--- src/rtl/uart_rx.sv ---
// uart_rx: oversampling UART receiver with 3-sample mid-bit majority vote and registered strobes.
// Define UART_RX_PARITY_EN to expect one parity bit (checked per PARITY_ODD) before the stop bit.
module uart_rx #(
  parameter int DATA_BITS  = 8,
  parameter int OVERSAMPLE = 16,
  parameter int PARITY_ODD = 0
) (
  input  logic                 clk,
  input  logic                 reset,
  input  logic                 oversample_tick,
  input  logic                 rx,
  output logic [DATA_BITS-1:0] data_out,
  output logic                 data_valid,
  output logic                 framing_error,
  output logic                 parity_error,
  output logic                 busy
);
  localparam int M  = OVERSAMPLE / 2;
  localparam int CW = $clog2(OVERSAMPLE);
  localparam int BW = $clog2(DATA_BITS);
`ifdef UART_RX_PARITY_EN
  localparam bit PAR_EN = 1'b1;
`else
  localparam bit PAR_EN = 1'b0;
`endif
  typedef enum logic [2:0] {S_IDLE, S_START, S_DATA, S_PARITY, S_STOP} state_t;
  state_t               r_state, w_state_nxt;
  logic                 r_rx_meta, r_rx_s, r_armed, r_s0, r_s1, r_par_flag;
  logic                 r_valid, r_ferr, r_perr;
  logic [CW-1:0]        r_tick_cnt;
  logic [BW-1:0]        r_bit_idx;
  logic [DATA_BITS-1:0] r_shift, r_data;
  logic                 w_maj, w_mid, w_end, w_last_bit, w_start;
  always_comb begin
    w_maj       = (r_s0 & r_s1) | (r_s0 & r_rx_s) | (r_s1 & r_rx_s);
    w_mid       = oversample_tick && (r_tick_cnt == CW'(M + 1));
    w_end       = oversample_tick && (r_tick_cnt == CW'(OVERSAMPLE - 1));
    w_last_bit  = r_bit_idx == BW'(DATA_BITS - 1);
    w_start     = oversample_tick && r_armed && !r_rx_s && r_state == S_IDLE;
    w_state_nxt = r_state;
    case (r_state)
      S_IDLE:   w_state_nxt = w_start ? S_START : S_IDLE;
      S_START:  w_state_nxt = (w_mid && w_maj) ? S_IDLE : w_end ? S_DATA : S_START;
      S_DATA:   w_state_nxt = (w_end && w_last_bit) ? (PAR_EN ? S_PARITY : S_STOP) : S_DATA;
      S_PARITY: w_state_nxt = w_end ? S_STOP : S_PARITY;
      S_STOP:   w_state_nxt = w_mid ? S_IDLE : S_STOP;
      default:  w_state_nxt = S_IDLE;
    endcase
  end
  always_ff @(posedge clk)
    r_state <= reset ? S_IDLE : w_state_nxt;
  // The start-detect tick itself is tick 0 of the start bit, so counting resumes at 1.
  always_ff @(posedge clk) begin
    if (reset) begin
      r_rx_meta  <= 1'b1;
      r_rx_s     <= 1'b1;
      r_armed    <= 1'b1;
      r_s0       <= 1'b1;
      r_s1       <= 1'b1;
      r_par_flag <= 1'b0;
      r_valid    <= 1'b0;
      r_ferr     <= 1'b0;
      r_perr     <= 1'b0;
      r_tick_cnt <= '0;
      r_bit_idx  <= '0;
      r_shift    <= '0;
      r_data     <= '0;
    end else begin
      r_rx_meta <= rx;
      r_rx_s    <= r_rx_meta;
      r_valid   <= 1'b0;
      r_ferr    <= 1'b0;
      r_perr    <= 1'b0;
      if (oversample_tick) begin
        r_tick_cnt <= w_start ? CW'(1) : (w_state_nxt == S_IDLE || w_end) ? '0 : r_tick_cnt + CW'(1);
        if (r_tick_cnt == CW'(M - 1)) r_s0 <= r_rx_s;
        if (r_tick_cnt == CW'(M)) r_s1 <= r_rx_s;
        if (w_end) r_bit_idx <= (r_state == S_DATA && !w_last_bit) ? r_bit_idx + BW'(1) : '0;
        if (r_state == S_IDLE && r_rx_s) r_armed <= 1'b1;
        if (r_state == S_DATA && w_mid) r_shift <= {w_maj, r_shift[DATA_BITS-1:1]};
        if (r_state == S_PARITY && w_mid) r_par_flag <= ^{r_shift, w_maj} ^ PARITY_ODD[0];
        // A low stop bit disarms the receiver so a held break cannot retrigger.
        if (r_state == S_STOP && w_mid) begin
          r_data  <= w_maj ? r_shift : r_data;
          r_valid <= w_maj;
          r_ferr  <= !w_maj;
          r_perr  <= w_maj && PAR_EN && r_par_flag;
          if (!w_maj) r_armed <= 1'b0;
        end
      end
    end
  end
  assign data_out      = r_data;
  assign data_valid    = r_valid;
  assign framing_error = r_ferr;
  assign parity_error  = r_perr;
  assign busy          = r_state != S_IDLE;
endmodule

--- config.mk ---
export PLATFORM = sky130hd
export DESIGN_NAME = uart_rx
export DESIGN_NICKNAME = d
export VERILOG_FILES = /design/src/rtl/uart_rx.sv
export SDC_FILE = /design/constraint.sdc
export NUM_CORES = 1
export LEC_CHECK = 0
export BUFFER_PORTS_ARGS = -buffer_cell sky130_fd_sc_hd__buf_2
export CORE_AREA = 2 2 68 51
export CTS_CLUSTER_SIZE = 14
export DETAILED_ROUTE_END_ITERATION = 10
export DIE_AREA = 0 0 70 53
export HOLD_SLACK_MARGIN = 0.12
export PLACE_DENSITY = 0.7
export RECOVER_POWER = 25
export SLEW_MARGIN = 25
export SYNTH_ARGS = -nofsm -noshare
export SYNTH_HDL_FRONTEND = slang
export SYNTH_SLANG_ARGS = --single-unit
--- constraint.sdc ---
create_clock -name clk -period 1.5 [get_ports clk]
set_clock_uncertainty 0.15 [all_clocks]
set_input_delay 0.075 -clock clk [delete_from_list [all_inputs] [get_ports clk]]
set_output_delay 0.075 -clock clk [all_outputs]
set_load 0.05 [all_outputs]
==> impl_metrics.tcl <==
set metrics [dict create \
    vias_per_cell 5.48 \
    required_ns 1.54 \
    nNetsFinal 196 \
    port_buffers 14 \
    cpPeakStageDelay_ns 0.32 \
    drc 0 \
    reg2reg_slack_ns -0.08 \
    grt-ovfl-total 0 \
    synth.largest_area_cell "dfxtp_1" \
    crit_path_start_kind "register" \
    cts_made_buffers 5 \
    syn_avg_cell_area_um2 9.49 \
    crit_buf_inv 2 \
    min_to "r_s0" \
    grt_use_total 0.192 \
    syn_nets 162 \
    netlist_area_um2 1450 \
    synth_seq_cells 33 \
    power_density_nw_per_um2 856 \
    crit_family "simple AND/OR/NAND/NOR gates" \
    clk_pin_slew_ns 0.07 \
    utilization 0.625 \
    setup_tns_ns -0.997 \
    status "finished, violations left" \
    cts.sinks 33 \
    max_cap_viol_count 0 \
    num_antenna_cells 0 \
    layout.cells.non_filler 226 \
    cts_tree "built" \
    drt-wirelength-per-cell_um 14.6 \
    vias 1238 \
    fmax_ghz 0.634 \
    ys_top_cells_by_area "dfxtp_1 (45%), mux2i_1 (11%), nor2_1 (5.9%)" \
    r2r-end "data_out[6]" \
    grt_first_pass_wirelength_um 5330 \
    synth_edf_count 0 \
    cts_buffer_depth 2 \
    synth_commonest_cells "dfxtp_1 (33), nor2_1 (23), mux2i_1 (16)" \
    setup_violations 21 \
    synthFlopType "dfxtp_1" \
    firstDrtPassIters 4 \
    power.leakage_nw 0.856 \
    worst_hold_path_type "in -> reg" \
    clkLatencyLatePin_ns 0.29 \
    hold_viol_final 0 \
    worstSetupPathType "reg -> reg" \
    tightest_slew_ns 0.594 \
    hold_start "oversample_tick" \
    synth_top_area_share 0.455 \
    rows 17 \
    cts-root-buf "clkbuf_8" \
    drtIter0Drc 45 \
    synthMostInstantiatedCell "dfxtp_1" \
    crit_path_max_fanout 4 \
    n_fill_cell 259 \
    reg2reg_from "r_tick_cnt[1]" \
    synthCells 153 \
    ys_seq_area_frac 0.455 \
    fin_crit_ns 1.58 \
    routed_wl_um 3290 \
    async_reset_ff_frac 0 \
    worst_ep_arrival_time_ns 1.61 \
    grt_pass1_vias 1175 \
    die_h_um 53 \
    ant_nets 0 \
    violations "setup timing" \
    worstRegToRegCells 7 \
    area_delta_synth_final_pct 29.9 \
    ioPinCount 16 \
    crit_path_top_delay_cell "dfxtp_2" \
    antenna_found_initial 0 \
    worst_slack_ns -0.0761 \
    core_area_um2 3020 \
    cp-end-kind "register" \
    finalMaxSlewViolations 0 \
    fp.dieW_um 70 \
    start_util 0.481 \
    grt_max_degree 15 \
    post-route-period-util 1.05 \
    rsz0062_at_grt "true" \
    h-tree-depth 2 \
    drive_above_1_share 0.319 \
    dp_hpwl_um 2130 \
    dieArea_um2 3710 \
    cp_cell_sequence "inv_2 > ha_4 > and4b_2 > buf_6 > nand4_2 > mux2i_1 > nor2_1" \
    hold-worst-slack_ns 0.178 \
    ys_types 40 \
    worstHoldPathCells 4 \
    slew_headroom 0.605 \
    finalWeightedCongestion 0.835 \
    yosys_warnings 0 \
    peakVddDrop_mv 0.573 \
    post-place-cells 211 \
]
[layout make-up]
| class | instances | area (um2) | area share |
|---|---|---|---|
| Multi-Input combinational cell | 107 | 815 | 0.432 |
| Sequential cell | 33 | 668 | 0.354 |
| Timing Repair Buffer | 35 | 251 | 0.133 |
| Clock buffer | 5 | 68.8 | 0.0365 |
| Tap cell | 38 | 47.5 | 0.0252 |
| Inverter | 5 | 18.8 | 0.00995 |
| Clock inverter | 3 | 17.5 | 0.00928 |
[per-stage QoR]
step	setup WS [ns]	instance area (um2)	power [W]
after global routing	-0.141	1890	0.00167
after floorplan	-0.0529	1470	0.000947
after global placement	-0.0989	1640	0.000966
after detailed placement	-0.157	1640	0.000968
final	-0.0761	1890	0.00161
after CTS	-0.0788	1860	0.00162
[registers in the layout, indices dropped and copies added, names as in the netlist]
| name | cells |
|---|---|
| data_out | 8 |
| data_valid | 1 |
| framing_error | 1 |
| r_armed | 1 |
| r_bit_idx | 3 |
| r_rx_meta | 1 |
| r_rx_s | 1 |
| r_s0 | 1 |
| r_s1 | 1 |
| r_shift | 8 |
| r_state | 3 |
| r_tick_cnt | 4 |
[cells in the final DEF, fill, tap and decap left out, types with 5 or more instances in the layout]
cell type,Yosys,routed
dfxtp_1,33,29
nor2_1,23,23
mux2i_1,16,16
buf_4,1,14
buf_2,1,9
nand2_1,8,8
a21oi_1,7,6
nand2b_1,5,5
clkbuf_8,0,5
buf_6,2,5
[worst min-delay path, cell delays in order]
cell and delay (ns):
buf_2 0.11, buf_4 0.15, nand4b_1 0.14, o211ai_1 0.09
[how the worst max path moves through the flow]
stage / endpoint / slack [ns] / start / cells after the start
final: data_out[6] / -0.08 / r_tick_cnt[1] / 7
after global routing: r_tick_cnt[0] / -0.14 / r_tick_cnt[1] / 7
after CTS: r_shift[4] / -0.08 / r_tick_cnt[1] / 7
after detailed placement: r_tick_cnt[3] / -0.16 / r_tick_cnt[1] / 7
after global placement: data_out[5] / -0.1 / r_tick_cnt[1] / 6
after floorplan: data_out[0] / -0.05 / r_tick_cnt[1] / 8
[power breakdown]
group	switching [W]	internal [W]	leakage (nW)	total (W)
combinational	0.0000463	0.0000328	0.544	0.0000792
clock	0.000331	0.000320	0.0439	0.000650
sequential	0.00000559	0.000880	0.269	0.000885
[layer usage]
layer  track usage  vias up  share of wire
met5             0        -              0
met4        0.0833        0          0.015
met3        0.0743        8          0.047
met2         0.337       21           0.49
met1         0.212      609           0.45
li1              -      600              -
[logic make-up after synthesis]
kind of cell | count (synthesis) | share of synthesized area
other | 1 | 0.00258
and+or+nand+nor | 62 | 0.242
AOI/OAI and AO/OA | 21 | 0.0904
adders and majority gates | 6 | 0.0500
DFF | 33 | 0.455
muxes | 16 | 0.110
buffers and inverters | 14 | 0.0500
[what timing repair did]
| item | 4_1_cts | 5_1_grt |
|---|---|---|
| setup endpoints to repair | 27 | 29 |
| pin swaps | 8 | 9 |
| resized for setup | 15 | 11 |
| buffers inserted | 2 | 1 |
| hold buffers | 3 | 0 |
| hold endpoints to repair | 11 | 0 |
| gates cloned | 1 | 0 |
No activity file was read; power rests on OpenSTA's default activity.
